`src/rtl/axi_lite_slv_frontend_if.sv`:
```
`default_nettype none
// =============================================================================
// Interface : axi_lite_slv_frontend_if
// Purpose   : AXI4-Lite bus bundle (AW, W, B, AR, R channels) between the PS GP
//             master and the register-file slave front-end.
// Revision  : 1.0 - initial release
// =============================================================================
interface axi_lite_slv_frontend_if #(
    parameter int C_S_AXI_ADDR_WIDTH = 32
);
    // Write address channel
    logic [C_S_AXI_ADDR_WIDTH-1:0] S_AXI_AWADDR;
    logic [2:0]                    S_AXI_AWPROT;
    logic                          S_AXI_AWVALID;
    logic                          S_AXI_AWREADY;
    // Write data channel
    logic [31:0]                   S_AXI_WDATA;
    logic [3:0]                    S_AXI_WSTRB;
    logic                          S_AXI_WVALID;
    logic                          S_AXI_WREADY;
    // Write response channel
    logic [1:0]                    S_AXI_BRESP;
    logic                          S_AXI_BVALID;
    logic                          S_AXI_BREADY;
    // Read address channel
    logic [C_S_AXI_ADDR_WIDTH-1:0] S_AXI_ARADDR;
    logic [2:0]                    S_AXI_ARPROT;
    logic                          S_AXI_ARVALID;
    logic                          S_AXI_ARREADY;
    // Read data channel
    logic [31:0]                   S_AXI_RDATA;
    logic [1:0]                    S_AXI_RRESP;
    logic                          S_AXI_RVALID;
    logic                          S_AXI_RREADY;

    modport master (
        output S_AXI_AWADDR, S_AXI_AWPROT, S_AXI_AWVALID,
        input  S_AXI_AWREADY,
        output S_AXI_WDATA, S_AXI_WSTRB, S_AXI_WVALID,
        input  S_AXI_WREADY,
        input  S_AXI_BRESP, S_AXI_BVALID,
        output S_AXI_BREADY,
        output S_AXI_ARADDR, S_AXI_ARPROT, S_AXI_ARVALID,
        input  S_AXI_ARREADY,
        input  S_AXI_RDATA, S_AXI_RRESP, S_AXI_RVALID,
        output S_AXI_RREADY
    );

    modport slave (
        input  S_AXI_AWADDR, S_AXI_AWPROT, S_AXI_AWVALID,
        output S_AXI_AWREADY,
        input  S_AXI_WDATA, S_AXI_WSTRB, S_AXI_WVALID,
        output S_AXI_WREADY,
        output S_AXI_BRESP, S_AXI_BVALID,
        input  S_AXI_BREADY,
        input  S_AXI_ARADDR, S_AXI_ARPROT, S_AXI_ARVALID,
        output S_AXI_ARREADY,
        output S_AXI_RDATA, S_AXI_RRESP, S_AXI_RVALID,
        input  S_AXI_RREADY
    );
endinterface
`default_nettype wire

```
`src/rtl/axi_lite_slv_frontend.sv`:
```
`default_nettype none
// =============================================================================
// Module   : axi_lite_slv_frontend
// Purpose  : AXI4-Lite slave protocol front-end. Terminates the five AXI4-Lite
//            channels and drives a flat register-file strobe interface with
//            independent, concurrently running write and read state machines.
// Revision : 1.0 - initial release
// =============================================================================
module axi_lite_slv_frontend #(
    parameter int                            C_S_AXI_ADDR_WIDTH = 32,
    parameter logic [C_S_AXI_ADDR_WIDTH-1:0] C_BASE_ADDR        = 32'h4000_0000,
    parameter logic [C_S_AXI_ADDR_WIDTH-1:0] C_ADDR_SPAN        = 32'h0001_0000
) (
    input  logic                            axiclk,
    input  logic                            rst_n,
    axi_lite_slv_frontend_if.slave          s_axi,
    output logic [C_S_AXI_ADDR_WIDTH-1:0]   axi_awaddr,
    output logic [31:0]                     S_AXI_WDATA_ext,
    output logic                            slv_reg_wren,
    output logic [C_S_AXI_ADDR_WIDTH-1:0]   axi_araddr,
    output logic                            slv_reg_rden,
    input  logic [31:0]                     S_AXI_RDATA_ext
);

    localparam logic [1:0] c_resp_okay   = 2'b00;
    localparam logic [1:0] c_resp_slverr = 2'b10;
    localparam logic [1:0] c_resp_decerr = 2'b11;

    typedef enum logic [2:0] {
        W_IDLE    = 3'd0,
        W_WAIT_W  = 3'd1,
        W_WAIT_AW = 3'd2,
        W_EXEC    = 3'd3,
        W_RESP    = 3'd4
    } wr_state_t;

    typedef enum logic [1:0] {
        R_IDLE = 2'd0,
        R_EXEC = 2'd1,
        R_WAIT = 2'd2,
        R_RESP = 2'd3
    } rd_state_t;

    // Window check done one bit wider than the address so BASE+SPAN cannot wrap.
    function automatic logic addr_in_range(input logic [C_S_AXI_ADDR_WIDTH-1:0] addr);
        logic [C_S_AXI_ADDR_WIDTH:0] lo;
        logic [C_S_AXI_ADDR_WIDTH:0] hi;
        logic [C_S_AXI_ADDR_WIDTH:0] x;
        lo = {1'b0, C_BASE_ADDR};
        hi = lo + {1'b0, C_ADDR_SPAN};
        x  = {1'b0, addr};
        return (x >= lo) && (x < hi);
    endfunction

    // ---------------------------------------------------------------------
    // Registered state and channel outputs
    // ---------------------------------------------------------------------
    wr_state_t   r_wr_state;
    rd_state_t   r_rd_state;
    logic        r_awready;
    logic        r_wready;
    logic        r_bvalid;
    logic [1:0]  r_bresp;
    logic [3:0]  r_wstrb;
    logic        r_arready;
    logic        r_rvalid;
    logic [1:0]  r_rresp;
    logic [31:0] r_rdata;
    logic        r_rd_ok;

    assign s_axi.S_AXI_AWREADY = r_awready;
    assign s_axi.S_AXI_WREADY  = r_wready;
    assign s_axi.S_AXI_BVALID  = r_bvalid;
    assign s_axi.S_AXI_BRESP   = r_bresp;
    assign s_axi.S_AXI_ARREADY = r_arready;
    assign s_axi.S_AXI_RVALID  = r_rvalid;
    assign s_axi.S_AXI_RRESP   = r_rresp;
    assign s_axi.S_AXI_RDATA   = r_rdata;

    // ---------------------------------------------------------------------
    // Handshakes and the address/strobe that will be current once the
    // pending handshake (if any) has been absorbed. The write strobe and
    // response are decided on the edge that enters W_EXEC, so they must look
    // through to the incoming address/strobe rather than the latched copy.
    // ---------------------------------------------------------------------
    logic                          w_aw_hs;
    logic                          w_w_hs;
    logic                          w_ar_hs;
    logic [C_S_AXI_ADDR_WIDTH-1:0] w_awaddr_algn;
    logic [C_S_AXI_ADDR_WIDTH-1:0] w_araddr_algn;
    logic [C_S_AXI_ADDR_WIDTH-1:0] w_awaddr_cur;
    logic [3:0]                    w_wstrb_cur;
    logic [1:0]                    w_wr_resp;
    logic                          w_wr_ok;
    logic                          w_rd_in_range;
    logic                          w_unused;

    assign w_aw_hs       = s_axi.S_AXI_AWVALID & r_awready;
    assign w_w_hs        = s_axi.S_AXI_WVALID  & r_wready;
    assign w_ar_hs       = s_axi.S_AXI_ARVALID & r_arready;
    assign w_awaddr_algn = {s_axi.S_AXI_AWADDR[C_S_AXI_ADDR_WIDTH-1:2], 2'b00};
    assign w_araddr_algn = {s_axi.S_AXI_ARADDR[C_S_AXI_ADDR_WIDTH-1:2], 2'b00};
    assign w_awaddr_cur  = w_aw_hs ? w_awaddr_algn : axi_awaddr;
    assign w_wstrb_cur   = w_w_hs  ? s_axi.S_AXI_WSTRB : r_wstrb;

    // Out-of-window takes priority over a partial or empty strobe.
    assign w_wr_resp = !addr_in_range(w_awaddr_cur) ? c_resp_decerr :
                       (w_wstrb_cur != 4'hF)         ? c_resp_slverr :
                                                       c_resp_okay;
    assign w_wr_ok       = (w_wr_resp == c_resp_okay);
    assign w_rd_in_range = addr_in_range(w_araddr_algn);

    // Protection bits and byte-offset bits carry no meaning for this block.
    assign w_unused = ^{s_axi.S_AXI_AWPROT, s_axi.S_AXI_ARPROT,
                        s_axi.S_AXI_AWADDR[1:0], s_axi.S_AXI_ARADDR[1:0]};

    // Write FSM: collects AW and W in either order, fires one wren, answers on B.
    always_ff @(posedge axiclk or negedge rst_n) begin
        if (!rst_n) begin
            r_wr_state      <= W_IDLE;
            r_awready       <= 1'b0;
            r_wready        <= 1'b0;
            r_bvalid        <= 1'b0;
            r_bresp         <= 2'b00;
            r_wstrb         <= 4'h0;
            axi_awaddr      <= '0;
            S_AXI_WDATA_ext <= 32'h0;
            slv_reg_wren    <= 1'b0;
        end else begin
            slv_reg_wren <= 1'b0;
            if (w_aw_hs) begin
                axi_awaddr <= w_awaddr_algn;
            end
            if (w_w_hs) begin
                S_AXI_WDATA_ext <= s_axi.S_AXI_WDATA;
                r_wstrb         <= s_axi.S_AXI_WSTRB;
            end
            case (r_wr_state)
                W_IDLE: begin
                    if (w_aw_hs && w_w_hs) begin
                        r_awready    <= 1'b0;
                        r_wready     <= 1'b0;
                        slv_reg_wren <= w_wr_ok;
                        r_bresp      <= w_wr_resp;
                        r_wr_state   <= W_EXEC;
                    end else if (w_aw_hs) begin
                        r_awready  <= 1'b0;
                        r_wready   <= 1'b1;
                        r_wr_state <= W_WAIT_W;
                    end else if (w_w_hs) begin
                        r_awready  <= 1'b1;
                        r_wready   <= 1'b0;
                        r_wr_state <= W_WAIT_AW;
                    end else begin
                        r_awready <= 1'b1;
                        r_wready  <= 1'b1;
                    end
                end
                W_WAIT_W: begin
                    if (w_w_hs) begin
                        r_wready     <= 1'b0;
                        slv_reg_wren <= w_wr_ok;
                        r_bresp      <= w_wr_resp;
                        r_wr_state   <= W_EXEC;
                    end
                end
                W_WAIT_AW: begin
                    if (w_aw_hs) begin
                        r_awready    <= 1'b0;
                        slv_reg_wren <= w_wr_ok;
                        r_bresp      <= w_wr_resp;
                        r_wr_state   <= W_EXEC;
                    end
                end
                W_EXEC: begin
                    r_bvalid   <= 1'b1;
                    r_wr_state <= W_RESP;
                end
                W_RESP: begin
                    if (s_axi.S_AXI_BREADY) begin
                        r_bvalid   <= 1'b0;
                        r_awready  <= 1'b1;
                        r_wready   <= 1'b1;
                        r_wr_state <= W_IDLE;
                    end
                end
                default: begin
                    r_awready  <= 1'b0;
                    r_wready   <= 1'b0;
                    r_bvalid   <= 1'b0;
                    r_wr_state <= W_IDLE;
                end
            endcase
        end
    end

    // Read FSM: latches AR, fires one rden, captures register data a cycle later.
    always_ff @(posedge axiclk or negedge rst_n) begin
        if (!rst_n) begin
            r_rd_state   <= R_IDLE;
            r_arready    <= 1'b0;
            r_rvalid     <= 1'b0;
            r_rresp      <= 2'b00;
            r_rdata      <= 32'h0;
            r_rd_ok      <= 1'b0;
            axi_araddr   <= '0;
            slv_reg_rden <= 1'b0;
        end else begin
            slv_reg_rden <= 1'b0;
            case (r_rd_state)
                R_IDLE: begin
                    if (w_ar_hs) begin
                        axi_araddr   <= w_araddr_algn;
                        r_rd_ok      <= w_rd_in_range;
                        slv_reg_rden <= w_rd_in_range;
                        r_arready    <= 1'b0;
                        r_rd_state   <= R_EXEC;
                    end else begin
                        r_arready <= 1'b1;
                    end
                end
                R_EXEC: begin
                    r_rd_state <= R_WAIT;
                end
                R_WAIT: begin
                    // Register file presents its data during this cycle.
                    if (r_rd_ok) begin
                        r_rdata <= S_AXI_RDATA_ext;
                        r_rresp <= c_resp_okay;
                    end else begin
                        r_rdata <= 32'h0;
                        r_rresp <= c_resp_decerr;
                    end
                    r_rvalid   <= 1'b1;
                    r_rd_state <= R_RESP;
                end
                R_RESP: begin
                    if (s_axi.S_AXI_RREADY) begin
                        r_rvalid   <= 1'b0;
                        r_arready  <= 1'b1;
                        r_rd_state <= R_IDLE;
                    end
                end
                default: begin
                    r_arready  <= 1'b0;
                    r_rvalid   <= 1'b0;
                    r_rd_state <= R_IDLE;
                end
            endcase
        end
    end

endmodule
`default_nettype wire

```
`src/flat_wrapper.sv`:
```
// flat-port wrapper written by rule: the top's interface ports become plain ports
module axi_lite_slv_frontend_flat 
#(
    parameter int                            C_S_AXI_ADDR_WIDTH = 32,
    parameter logic [C_S_AXI_ADDR_WIDTH-1:0] C_BASE_ADDR        = 32'h4000_0000,
    parameter logic [C_S_AXI_ADDR_WIDTH-1:0] C_ADDR_SPAN        = 32'h0001_0000
)
  (axiclk, rst_n, axi_awaddr, S_AXI_WDATA_ext, slv_reg_wren, axi_araddr, slv_reg_rden, S_AXI_RDATA_ext, s_axi_S_AXI_AWADDR, s_axi_S_AXI_AWPROT, s_axi_S_AXI_AWVALID, s_axi_S_AXI_AWREADY, s_axi_S_AXI_WDATA, s_axi_S_AXI_WSTRB, s_axi_S_AXI_WVALID, s_axi_S_AXI_WREADY, s_axi_S_AXI_BRESP, s_axi_S_AXI_BVALID, s_axi_S_AXI_BREADY, s_axi_S_AXI_ARADDR, s_axi_S_AXI_ARPROT, s_axi_S_AXI_ARVALID, s_axi_S_AXI_ARREADY, s_axi_S_AXI_RDATA, s_axi_S_AXI_RRESP, s_axi_S_AXI_RVALID, s_axi_S_AXI_RREADY);
  axi_lite_slv_frontend_if #(.C_S_AXI_ADDR_WIDTH(C_S_AXI_ADDR_WIDTH)) s_axi_i ();
  input  logic axiclk;
  input  logic rst_n;
  output logic [C_S_AXI_ADDR_WIDTH-1:0] axi_awaddr;
  output logic [31:0] S_AXI_WDATA_ext;
  output logic slv_reg_wren;
  output logic [C_S_AXI_ADDR_WIDTH-1:0] axi_araddr;
  output logic slv_reg_rden;
  input  logic [31:0] S_AXI_RDATA_ext;
  input wire logic [$bits(s_axi_i.S_AXI_AWADDR)-1:0] s_axi_S_AXI_AWADDR;
  input wire logic [$bits(s_axi_i.S_AXI_AWPROT)-1:0] s_axi_S_AXI_AWPROT;
  input wire logic [$bits(s_axi_i.S_AXI_AWVALID)-1:0] s_axi_S_AXI_AWVALID;
  output wire logic [$bits(s_axi_i.S_AXI_AWREADY)-1:0] s_axi_S_AXI_AWREADY;
  input wire logic [$bits(s_axi_i.S_AXI_WDATA)-1:0] s_axi_S_AXI_WDATA;
  input wire logic [$bits(s_axi_i.S_AXI_WSTRB)-1:0] s_axi_S_AXI_WSTRB;
  input wire logic [$bits(s_axi_i.S_AXI_WVALID)-1:0] s_axi_S_AXI_WVALID;
  output wire logic [$bits(s_axi_i.S_AXI_WREADY)-1:0] s_axi_S_AXI_WREADY;
  output wire logic [$bits(s_axi_i.S_AXI_BRESP)-1:0] s_axi_S_AXI_BRESP;
  output wire logic [$bits(s_axi_i.S_AXI_BVALID)-1:0] s_axi_S_AXI_BVALID;
  input wire logic [$bits(s_axi_i.S_AXI_BREADY)-1:0] s_axi_S_AXI_BREADY;
  input wire logic [$bits(s_axi_i.S_AXI_ARADDR)-1:0] s_axi_S_AXI_ARADDR;
  input wire logic [$bits(s_axi_i.S_AXI_ARPROT)-1:0] s_axi_S_AXI_ARPROT;
  input wire logic [$bits(s_axi_i.S_AXI_ARVALID)-1:0] s_axi_S_AXI_ARVALID;
  output wire logic [$bits(s_axi_i.S_AXI_ARREADY)-1:0] s_axi_S_AXI_ARREADY;
  output wire logic [$bits(s_axi_i.S_AXI_RDATA)-1:0] s_axi_S_AXI_RDATA;
  output wire logic [$bits(s_axi_i.S_AXI_RRESP)-1:0] s_axi_S_AXI_RRESP;
  output wire logic [$bits(s_axi_i.S_AXI_RVALID)-1:0] s_axi_S_AXI_RVALID;
  input wire logic [$bits(s_axi_i.S_AXI_RREADY)-1:0] s_axi_S_AXI_RREADY;
  assign s_axi_i.S_AXI_AWADDR = s_axi_S_AXI_AWADDR;
  assign s_axi_i.S_AXI_AWPROT = s_axi_S_AXI_AWPROT;
  assign s_axi_i.S_AXI_AWVALID = s_axi_S_AXI_AWVALID;
  assign s_axi_S_AXI_AWREADY = s_axi_i.S_AXI_AWREADY;
  assign s_axi_i.S_AXI_WDATA = s_axi_S_AXI_WDATA;
  assign s_axi_i.S_AXI_WSTRB = s_axi_S_AXI_WSTRB;
  assign s_axi_i.S_AXI_WVALID = s_axi_S_AXI_WVALID;
  assign s_axi_S_AXI_WREADY = s_axi_i.S_AXI_WREADY;
  assign s_axi_S_AXI_BRESP = s_axi_i.S_AXI_BRESP;
  assign s_axi_S_AXI_BVALID = s_axi_i.S_AXI_BVALID;
  assign s_axi_i.S_AXI_BREADY = s_axi_S_AXI_BREADY;
  assign s_axi_i.S_AXI_ARADDR = s_axi_S_AXI_ARADDR;
  assign s_axi_i.S_AXI_ARPROT = s_axi_S_AXI_ARPROT;
  assign s_axi_i.S_AXI_ARVALID = s_axi_S_AXI_ARVALID;
  assign s_axi_S_AXI_ARREADY = s_axi_i.S_AXI_ARREADY;
  assign s_axi_S_AXI_RDATA = s_axi_i.S_AXI_RDATA;
  assign s_axi_S_AXI_RRESP = s_axi_i.S_AXI_RRESP;
  assign s_axi_S_AXI_RVALID = s_axi_i.S_AXI_RVALID;
  assign s_axi_i.S_AXI_RREADY = s_axi_S_AXI_RREADY;
  axi_lite_slv_frontend #(.C_S_AXI_ADDR_WIDTH(C_S_AXI_ADDR_WIDTH), .C_BASE_ADDR(C_BASE_ADDR), .C_ADDR_SPAN(C_ADDR_SPAN)) u_core (.axiclk(axiclk), .rst_n(rst_n), .s_axi(s_axi_i), .axi_awaddr(axi_awaddr), .S_AXI_WDATA_ext(S_AXI_WDATA_ext), .slv_reg_wren(slv_reg_wren), .axi_araddr(axi_araddr), .slv_reg_rden(slv_reg_rden), .S_AXI_RDATA_ext(S_AXI_RDATA_ext));
endmodule
```
`config.mk`:
```
export PLATFORM = sky130hd
export DESIGN_NAME = axi_lite_slv_frontend_flat
export DESIGN_NICKNAME = d
export VERILOG_FILES = /design/src/rtl/axi_lite_slv_frontend_if.sv /design/src/rtl/axi_lite_slv_frontend.sv /design/src/flat_wrapper.sv
export SDC_FILE = /design/constraint.sdc
export NUM_CORES = 1
export LEC_CHECK = 0
export CAP_MARGIN = 20
export CELL_PAD_IN_SITES_DETAIL_PLACEMENT = 1
export CELL_PAD_IN_SITES_GLOBAL_PLACEMENT = 2
export CORE_MARGIN = 8
export CORE_UTILIZATION = 23
export CTS_CLUSTER_SIZE = 10
export DETAILED_ROUTE_END_ITERATION = 16
export PLACE_DENSITY = 0.73
export SYNTH_ARGS = -nofsm -noshare
export SYNTH_HDL_FRONTEND = slang
export SYNTH_SLANG_ARGS = --single-unit
```
`constraint.sdc`:
```
create_clock -name axiclk -period 1.35 [get_ports axiclk]
set_input_delay 0.2025 -clock axiclk [delete_from_list [all_inputs] [get_ports axiclk]]
set_output_delay 0.2025 -clock axiclk [all_outputs]
set_load 0.02 [all_outputs]
```
Yosys cells after proc, flatten, opt, wreduce, memory -nomap -nowiden:

Index checks and enable logic that the tools add are counted.
Widths: inputs -> output; s select.

* bits in registers: 147
* logic and storage cells: 106
* output and inout bits: 139

* muxes and demuxes: 43
* reductions and logical operators: 21
* bitwise operators: 6
* $lt $le $gt $ge: 4
* equality and inequality tests: 15

Operator list (count)
* $ge 32x31->1 const B: 2
* $lt 32x31->1 const B: 2
* $mux 32: 2
* $mux 3: 6
* $mux 1: 17
* $mux 2: 8
* $pmux 3 s5: 1
* $reduce_and 2->1: 5
* $ne 2x1->1 const B: 4
* $pmux 1 s4: 2
* $pmux 2 s4: 1
* $reduce_and 4->1: 2
* $eq 3x2->1 const B: 2
* $pmux 1 s3: 2
* $pmux 2 s3: 1
* $reduce_and 3->1: 2
* $eq 2x2->1 const B: 2
* $logic_not 2->1: 2
* $mux 4: 1
* $ne 2x2->1 const B: 2
* $ne 4x1->1 const B: 1
* $ne 4x4->1 const B: 1
* $pmux 1 s2: 2
* $reduce_bool 2->1: 2
* 10 further kinds: 17

Longest topological paths before layout:

Gate-level depths: netlist of run 1.

* depth after elaboration: 8
* depth in mapped cells: 6
* mapped depth without buffers: 5

Least setup slack after synthesis of run 1:

Ideal clock, no wire load.

* kind: register to register
* start: register u_core.r_rd_state[0]
* end: register u_core.axi_araddr[23]
* data required time: 1.225 ns
* arrival: 1.288 ns
* stages on the path, launching flop included: 6
* setup slack: -0.063 ns
* path through: dfrtp_1 inv_1 ha_1 nand3_2 buf_2 mux2_2

* longest elaborated chain between the ends: 2

Ends and longest elaborated chain
* from (decl): RTL line axi_lite_slv_frontend.sv:59 `rd_state_t r_rd_state;`
* from (signal assigned): RTL line axi_lite_slv_frontend.sv:200 `r_rd_state <= R_IDLE;`
* from (signal assigned): RTL line axi_lite_slv_frontend.sv:217 `r_rd_state <= R_EXEC;`
* from (signal assigned): RTL line axi_lite_slv_frontend.sv:223 `r_rd_state <= R_WAIT;`
* $logic_not 2->1: RTL line axi_lite_slv_frontend.sv:210 `case (r_rd_state)`
* $reduce_and 2->1 (no source line)
* to (signal assigned): RTL line axi_lite_slv_frontend.sv:213 `axi_araddr <= w_araddr_algn;`
* to (decl): RTL line axi_lite_slv_frontend.sv:20 `output logic [C_S_AXI_ADDR_WIDTH-1:0] axi_araddr,`

No other way between the ends.
A chain may end at the register's enable or synchronous reset.

Worst setup path in the final report of run 1:

* start: register u_core.r_rd_state[1]
* end: register u_core.axi_araddr[21]

Same word-level chain as after synthesis.

==> flow_summary.toml, run 1 <==
[flow_run]
maxCapViolCount = 0

[clock_tree]
htree_levels = 4
cts-root-buf = "clkbuf_16"
path_clk_slew_ns = 0.07
clk_latency_ns = 0.41
cts_buffer_depth = 2
clock-sinks = 146
cts_inserted_buffers = 17
cts_tree = "done"

[detailed_routing]
maxUsedRoutingLayer = "met5"
wl_met2_um = 9760
wl_met1_um = 8690
drc_errors = 0
ant_nets = 0
wl_per_cell_um = 18.6
viasPerCell = 4.22
wirelength_um = 20400
dr.pass1.iters = 4
first_iter_violations = 157
wl_met3_um = 1660
vias = 4636

[setup_path]
crit_chain = "inv_2 -> ha_4 -> nand3_4 -> buf_12 -> buf_12 -> mux2_2"
cp_common_cell = "buf_12"
critPathArrivalTime_ns = 1.69
reg2reg_slack_ns = -0.05
ff2ff_path_depth = 6
cp.required_ns = 1.64
cpPeakStageDelay_ns = 0.39
end_kind = "register"
cp-start-kind = "register"
cp_slowest_cell = "dfrtp_1"
critical_path.max_fanout = 7
worst-setup-path-type = "register to register"

[synth]
yosysSeqAreaShare_pct = 60.9
syn_avg_cell_area_um2 = 13.6
ys_types = 41
synth_area_um2 = 6000
netlist_instances = 441
yosysWarningCount = 0
synth-seq-cells = 146

[finish]
antenna_cells = 0
syn2layout_area_growth_pct = 65.3
post-route-util_pct = 38.4
drive_gt1_share_pct = 34.9
finalNetCount = 899
design_area_um2 = 9920
layout_common_cells = "dfrtp_1 (144), clkdlybuf4s50_1 (133), mux2_2 (66), clkdlybuf4s15_1 (53), clkbuf_2 (50)"
final_common_cell = "dfrtp_1"

[grt]
antenna_found_initial = 1
grt_pass1_wl_um = 31200
first_global_vias = 5143
grt_overflow = 0
track_usage_pct = 12.8
grt_max_degree = 55

[placed_design]
io_buffer_count = 271
hpwl_um = 14900
dp_slack_ns = -0.388
gp_routability_congestion = 0.705
dpl-instance-area_um2 = 9330

[floorplanning]
rows = 59
die_area_um2 = 31500
coreArea_um2 = 25800
start_util_pct = 23.2
die_y_um = 177
die_x_um = 177
io_pins = 284

[sta]
period_share_pct = 104
final_hold_viol_count = 0
finalClockSkew_ns = 0.0121
setup_ws_ns = -0.0499
finalSetupViolCount = 30
min_period_ns = 1.40
drv_slew = 0
rsz0062_at_grt = "yes"
fmax_mhz = 714

[hold_path]
min_path_type = "primary input to async pin"

[power_and_ir_drop]
power_mw = 21.2
worst_ir_drop_vdd_mv = 0.890
p_per_area_nw_per_um2 = 2130
p_leak_nw = 4.38

[run_status]
status = "finished, violations left"
violations = "negative setup slack"
-- power breakdown --
part | switching [mW] | leakage, nW | internal, mW
combinational | 4.52 | 2.30 | 4.50
clock | 2.01 | 0.295 | 3.01
sequential | 1.12 | 1.79 | 6.01
total | 7.64 | 4.38 | 13.5
-- metrics by stage --
stage               TNS, ns  cells  hold WS (ns)
finish               -0.856   1099         0.198
detailed placement   -15.70   1056        0.0656
CTS                  -0.887   1094         0.184
floorplan            -0.559    442       -0.0931
global route          -2.76   1099         0.207
global placement     -15.14   1056        0.0597
-- final timing paths --
check                                                  from                                        to
max                        u_core.r_rd_state[1]$_DFFE_PN0P_         u_core.axi_araddr[21]$_DFFE_PN0P_
min                                                   rst_n           u_core.axi_awaddr[23]$_DFF_PN0_
max reg2reg                u_core.r_rd_state[1]$_DFFE_PN0P_         u_core.axi_araddr[21]$_DFFE_PN0P_
min reg2reg                  u_core.axi_awaddr[0]$_DFF_PN0_            u_core.axi_awaddr[0]$_DFF_PN0_
max in group asynchronous                             rst_n   u_core.s_axi.S_AXI_RDATA[6]$_DFFE_PN0P_
min in group axiclk                     S_AXI_RDATA_ext[21]  u_core.s_axi.S_AXI_RDATA[21]$_DFFE_PN0P_
-- state kept, by name, summed over array words and instances (netlist names) --
register                    flops
u_core.S_AXI_WDATA_ext         32
u_core.axi_awaddr              32
u_core.s_axi.S_AXI_RDATA       32
u_core.axi_araddr              30
u_core.r_wstrb                  4
u_core.r_wr_state               3
u_core.r_rd_state               2
u_core.s_axi.S_AXI_BRESP        2
u_core.r_rd_ok                  1
u_core.s_axi.S_AXI_ARREADY      1
u_core.s_axi.S_AXI_AWREADY      1
u_core.s_axi.S_AXI_BVALID       1
u_core.s_axi.S_AXI_RRESP        1
u_core.s_axi.S_AXI_RVALID       1
u_core.s_axi.S_AXI_WREADY       1
u_core.slv_reg_rden             1
u_core.slv_reg_wren             1
-- per-layer routing --
layer | vias up | global-route usage [%]
met4 | 2 | 3.47
met5 | - | 0
li1 | 2149 | -
met3 | 17 | 4.79
met2 | 164 | 20.7
met1 | 2304 | 15.9
-- synth_stat cells --
library cell	count	area, um^2
or2b_1	1	7.51
a21o_1	1	7.51
inv_1	37	139
o21ai_0	38	190
nor4b_1	2	17.5
mux2_4	30	450
nand4_1	3	18.8
and4_1	1	8.76
nand2_2	1	6.26
mux2i_1	3	30.0
nor3_1	1	5.00
conb_1	1	3.75
and3_1	1	6.26
buf_1	1	3.75
o31ai_1	1	7.51
o21a_1	1	7.51
nor2_1	4	15.0
nand3_1	32	160
nand2b_1	3	18.8
buf_6	9	101
o22ai_1	2	12.5
dfrtp_1	146	3650
a211oi_1	1	7.51
mux2_2	66	743
o32a_1	1	10.0
nor3b_1	2	15.0
buf_4	5	37.5
a21oi_2	2	17.5
nor2b_1	1	6.26
buf_2	5	25.0
nand3b_1	3	22.5
and2b_1	1	7.51
a21oi_1	5	25.0
nand2_1	6	22.5
and2_1	3	18.8
nor4_1	9	56.3
ha_1	3	37.5
nor4b_2	1	15.0
clkbuf_1	6	22.5
nand3_2	1	10.0
a2111oi_4	1	27.5
-- worst max-delay path: cells and delay by family (launching register included) --
kind / cells / cell delay (ns)
flops: 1 / 0.39
mux: 1 / 0.27
buf+inv: 3 / 0.38
fa+ha+maj: 1 / 0.15
simple gates: 1 / 0.09
-- cell type report --
| cell class | count | area [um^2] |
|---|---|---|
| multi-input cells | 233 | 2110 |
| clock inverters | 12 | 171 |
| fillers | 2800 | 15900 |
| inverters | 37 | 139 |
| repair buffers | 316 | 2980 |
| well taps | 335 | 419 |
| clock buffers | 20 | 447 |
| flip-flops and latches | 146 | 3660 |
-- timing repair --
action / CTS / global route
gates resized for setup: 264 / 113
hold buffers: 1 / 0
hold endpoints to repair: 146 / 0
pin swaps: 0 / 3
buffers inserted: 2 / 4
endpoints found under the setup margin: 171 / 165
cloned: 3 / 1
-- logic make-up (layout without fill, tap and decap cells) --
logic type / after synthesis / after routing / share of synthesized area [%]
adders and majority gates: 3 / 3 / 0.626
AOI/OAI and AO/OA: 53 / 53 / 5.22
muxes: 99 / 99 / 20.4
other: 1 / 2 / 0.0625
buffers and inverters: 63 / 385 / 5.49
and+or+nand+nor: 76 / 76 / 7.30
DFF: 146 / 146 / 60.9
Power figures use the tool's default switching activity.
==> run 2, diff against run 1 <==
clock period = 1.25 ns   (was 1.35 ns; I/O delays follow)
==> flow_summary.toml, run 2 (synthesized netlist as in run 1, its figures left out) <==
[run_status]
status = "finished, violations left"
violations = "negative setup slack"

[finish]
drive_gt1_share_pct = 49.5
post-route-util_pct = 39.1
num-fill-cells = 2808
final_common_cell = "dfrtp_1"
syn2layout_area_growth_pct = 68.4
finalNetCount = 919
antenna_cells = 0
layout_common_cells = "dfrtp_1 (142), clkdlybuf4s50_1 (133), buf_2 (124), mux2_2 (59), mux2_4 (37)"

[setup_path]
end_kind = "register"
path_buf_inv = 2
crit_chain = "inv_2 -> ha_4 -> nand3_4 -> buf_12 -> mux2_2"
cp.required_ns = 1.55
critPathArrivalTime_ns = 1.64
cp_slowest_cell = "dfrtp_1"
worst-setup-path-type = "register to register"
cpLargestDelayFamily = "flip-flops"
cp-start-kind = "register"
cpPeakStageDelay_ns = 0.37
critical_path.max_fanout = 17

[detailed_routing]
wl_per_cell_um = 18.6
vias = 4766
wirelength_um = 20900
drc_errors = 0
ant_nets = 0
dr.pass1.iters = 4
first_iter_violations = 116
viasPerCell = 4.26

[power_and_ir_drop]
switchingPower_mw = 8.77
combinationalPowerShare_pct = 46.8
p_clk_share_pct = 20.2
worst_ir_drop_vdd_mv = 0.904
p_leak_nw = 4.56
power_frac_seq_pct = 33.0
p_int_mw = 14.8
p_per_area_nw_per_um2 = 2340
swShare_pct = 37.1

[grt]
grt_max_degree = 40
grt_overflow = 0
antenna_found_initial = 0
track_usage_pct = 13.0
grt_pass1_wl_um = 32400
first_global_vias = 5576

[floorplanning]
die_y_um = 177
io_pins = 284
die_x_um = 177
start_util_pct = 23.2
coreArea_um2 = 25800
die_area_um2 = 31500
rows = 59

[sta]
finalClockSkew_ns = 0.00947
drv_slew = 0
rsz0062_at_grt = "yes"
min_period_ns = 1.34
period_share_pct = 107
finalSetupViolCount = 70
final_hold_viol_count = 0
hold-worst-slack_ns = 0.225
setup_ws_ns = -0.0923
fmax_mhz = 745

[clock_tree]
clk_latency_ns = 0.42
cts_inserted_buffers = 17
htree_levels = 4
cts_buffer_depth = 2
path_clk_slew_ns = 0.07
clock-sinks = 146
cts_tree = "done"
cts-root-buf = "clkbuf_16"

[placed_design]
hpwl_um = 15300
gp_routability_congestion = 0.783
io_buffer_count = 271

[hold_path]
min_path_type = "primary input to async pin"

[flow_run]
maxCapViolCount = 0
## run 2: metrics by stage
step                setup WS (ns)  instances  TNS (ns)  area [um^2]  power (mW)
finish                    -0.0923       1119     -3.42        10100        23.6
global route               -0.141       1119     -7.58        10100        25.0
CTS                        -0.106       1112     -3.96         9780        23.3
detailed placement         -0.498       1068    -28.42         9450        18.5
global placement           -0.514       1068    -23.80         9450        18.1
floorplan                 -0.0148        442    -0.622         6040        13.0
## run 2: final cells by class
class | instances | area [um^2] | share of cell area [%]
Clock inverter | 13 | 104 | 1.03
Tap cell | 335 | 419 | 4.15
Sequential cell | 146 | 3660 | 36.2
Multi-Input combinational cell | 233 | 2330 | 23.1
Clock buffer | 19 | 443 | 4.38
Inverter | 37 | 139 | 1.37
Timing Repair Buffer | 336 | 3010 | 29.7
## run 2: per-layer routing
metal | track usage [%] | share of wire [%]
met4 | 2.61 | 0.61
met3 | 5.66 | 8.6
met2 | 22.0 | 50
met1 | 15.1 | 41
met5 | 0 | 0
## run 2: what timing repair did
action / CTS / global route
pin swaps: 6 / 9
setup buffers: 7 / 2
setup endpoints to repair: 238 / 124
gates cloned: 5 / 6
hold endpoints to repair: 107 / 0
hold buffers: 1 / 0
gates resized for setup: 638 / 47
## run 2: final timing paths
check	startpoint	end	slack [ns]	depth (start not counted)
setup / recovery	u_core.r_rd_state[0]$_DFFE_PN0P_	u_core.axi_araddr[17]$_DFFE_PN0P_	-0.09	5
hold / removal	rst_n	u_core.axi_awaddr[2]$_DFF_PN0_	0.23	2
setup reg to reg	u_core.r_rd_state[0]$_DFFE_PN0P_	u_core.axi_araddr[17]$_DFFE_PN0P_	-0.09	5
hold reg to reg	u_core.axi_awaddr[1]$_DFF_PN0_	u_core.axi_awaddr[1]$_DFF_PN0_	0.49	1
max in group asynchronous	rst_n	u_core.S_AXI_WDATA_ext[30]$_DFFE_PN0P_	0.49	3
min in group axiclk	S_AXI_RDATA_ext[23]	u_core.s_axi.S_AXI_RDATA[23]$_DFFE_PN0P_	0.34	3
## run 2: power by group through the flow
stage	sequential [mW]	clock, mW	combinational, mW
finish	7.79	4.76	11.1
global route	8.05	5.14	11.8
CTS	7.72	4.95	10.6
detailed placement	7.79	0	10.7
global placement	7.63	0	10.5
floorplan	9.52	0	3.53
==> run 3, diff against run 2 <==
CORE_MARGIN = default   (was 8)
MAX_ROUTING_LAYER = met4   (was default)
PLACE_DENSITY = 0.86   (was 0.73)
==> flow_summary.toml, run 3 (synthesized netlist as in run 1, its figures left out) <==
[run_status]
status = "finished, violations left"
violations = "negative setup slack"

[finish]
final_common_cell = "dfrtp_1"
ff_latch_area_um2 = 3660
multi_input_area_um2 = 2270
finalNetCount = 909
num-fill-cells = 2761
post-route-util_pct = 39.0
drive_gt1_share_pct = 47.5
layout_common_cells = "dfrtp_1 (141), clkdlybuf4s50_1 (133), buf_2 (129), mux2_2 (59), mux2_4 (37)"
syn2layout_area_growth_pct = 64.9

[floorplanning]
start_util_pct = 23.6
io_pins = 284
die_y_um = 163
rows = 58
die_area_um2 = 26700
die_x_um = 163
coreArea_um2 = 25400

[setup_path]
critPathLaunch = "u_core.r_rd_state[0]$_DFFE_PN0P_"
cp.required_ns = 1.55
crit_chain = "inv_2 -> ha_4 -> nand3_4 -> buf_16 -> mux2_4"
r2r_start = "u_core.r_rd_state[0]$_DFFE_PN0P_"
cp_slowest_cell = "dfrtp_1"
cpPeakStageDelay_ns = 0.40
critPathArrivalTime_ns = 1.69
cp-start-kind = "register"
end_kind = "register"
critical_path.max_fanout = 8
worst-setup-path-type = "register to register"

[detailed_routing]
wirelength_um = 18900
ant_nets = 0
first_iter_violations = 193
vias = 4716
wl_per_cell_um = 17.1
viasPerCell = 4.27
dr.pass1.iters = 4
drc_errors = 0

[sta]
final_hold_viol_count = 0
fmax_mhz = 722
drv_slew = 0
finalSetupViolCount = 91
finalClockSkew_ns = 0.0127
period_share_pct = 111
min_period_ns = 1.39
hold-worst-slack_ns = 0.314
rsz0062_at_grt = "yes"
setup_ws_ns = -0.136
finalSetupTns_ns = -5.15

[clock_tree]
cts_inserted_buffers = 17
cts_tree = "done"
path_clk_slew_ns = 0.07
cts_buffer_depth = 2
clock-sinks = 146
cts-root-buf = "clkbuf_16"
htree_levels = 4
clk_latency_ns = 0.42

[grt]
grt.busiest_layer = "met2"
met3_usage_pct = 3.48
antenna_found_initial = 1
grt_max_degree = 51
met1_usage_pct = 16.5
first_global_vias = 4979
grt_use_met2_pct = 22.5
track_usage_pct = 13.9
grt_pass1_wl_um = 27700
grt_overflow = 0

[power_and_ir_drop]
combinationalPowerShare_pct = 43.9
p_per_area_nw_per_um2 = 2380
p_clk_share_pct = 23.4
switchingPower_mw = 8.56
worst_ir_drop_vdd_mv = 1.00
swShare_pct = 36.3
p_int_mw = 15.0
p_leak_nw = 4.49
power_frac_seq_pct = 32.7

[placed_design]
hpwl_um = 13200
io_buffer_count = 271
gp_routability_congestion = 0.747
dp_slack_ns = -0.445

[flow_run]
maxCapViolCount = 0

[hold_path]
min_path_type = "primary input to async pin"
==> run 3: power groups by stage <==
stage / sequential (mW) / combinational [mW] / clock [mW]
5_1_grt: 7.95 / 10.9 / 5.89
3_5_place_dp: 7.74 / 10.4 / 0
4_1_cts: 7.70 / 9.41 / 5.72
2_1_floorplan: 9.52 / 3.53 / 0
3_3_place_gp: 7.65 / 10.3 / 0
6_report: 7.69 / 10.3 / 5.52
==> run 3: final cells by class <==
cell class	instances	share of cell area [%]
Timing Repair Buffer	326	28.1
Clock inverter	14	1.92
Antenna cell	1	0.0253
Inverter	37	1.40
Multi-Input combinational cell	233	22.9
Tap cell	330	4.17
Sequential cell	146	37.0
Clock buffer	18	4.44
==> run 3: worst paths after layout <==
| path | slack (ns) | end | cells after the start |
|---|---|---|---|
| worst min register to register | 0.50 | u_core.axi_awaddr[1]$_DFF_PN0_ | 1 |
| worst max-delay path | -0.14 | u_core.axi_araddr[15]$_DFFE_PN0P_ | 5 |
| min in group axiclk | 0.34 | u_core.s_axi.S_AXI_RDATA[19]$_DFFE_PN0P_ | 3 |
| worst max register to register | -0.14 | u_core.axi_araddr[15]$_DFFE_PN0P_ | 5 |
| max in group asynchronous | 0.65 | u_core.s_axi.S_AXI_ARREADY$_DFFE_PN0P_ | 3 |
| worst min-delay path | 0.31 | u_core.axi_awaddr[25]$_DFF_PN0_ | 3 |
==> run 3: layer usage <==
layer | part of all wire [%] | wire length [um]
met4 | 1.3 | 248
met1 | 42 | 7980
met3 | 6.6 | 1240
met2 | 50 | 9430
met5 | 0 | 0
==> run 3: through the flow <==
step / instances / power (mW) / area (um^2)
2_1_floorplan: 442 / 13.0 / 6040
3_3_place_gp: 1054 / 17.9 / 9360
3_5_place_dp: 1054 / 18.2 / 9360
4_1_cts: 1092 / 22.8 / 9520
5_1_grt: 1105 / 24.8 / 9890
6_report: 1105 / 23.5 / 9890
==> run 3: timing repair <==
action / 4_1_cts / 5_1_grt
pin swaps: 2 / 7
cloned: 1 / 7
hold buffers: 1 / 0
resized for setup: 589 / 77
setup endpoints to repair: 209 / 83
hold endpoints to repair: 146 / 0
buffers inserted: 4 / 7
==> run 3: worst max-delay path, delay by kind of cell (launching register included) <==
kind	cells	cell delay, ns
buf+inv	2	0.28
flops	1	0.40
simple gates	1	0.15
fa+ha+maj	1	0.16
mux	1	0.29
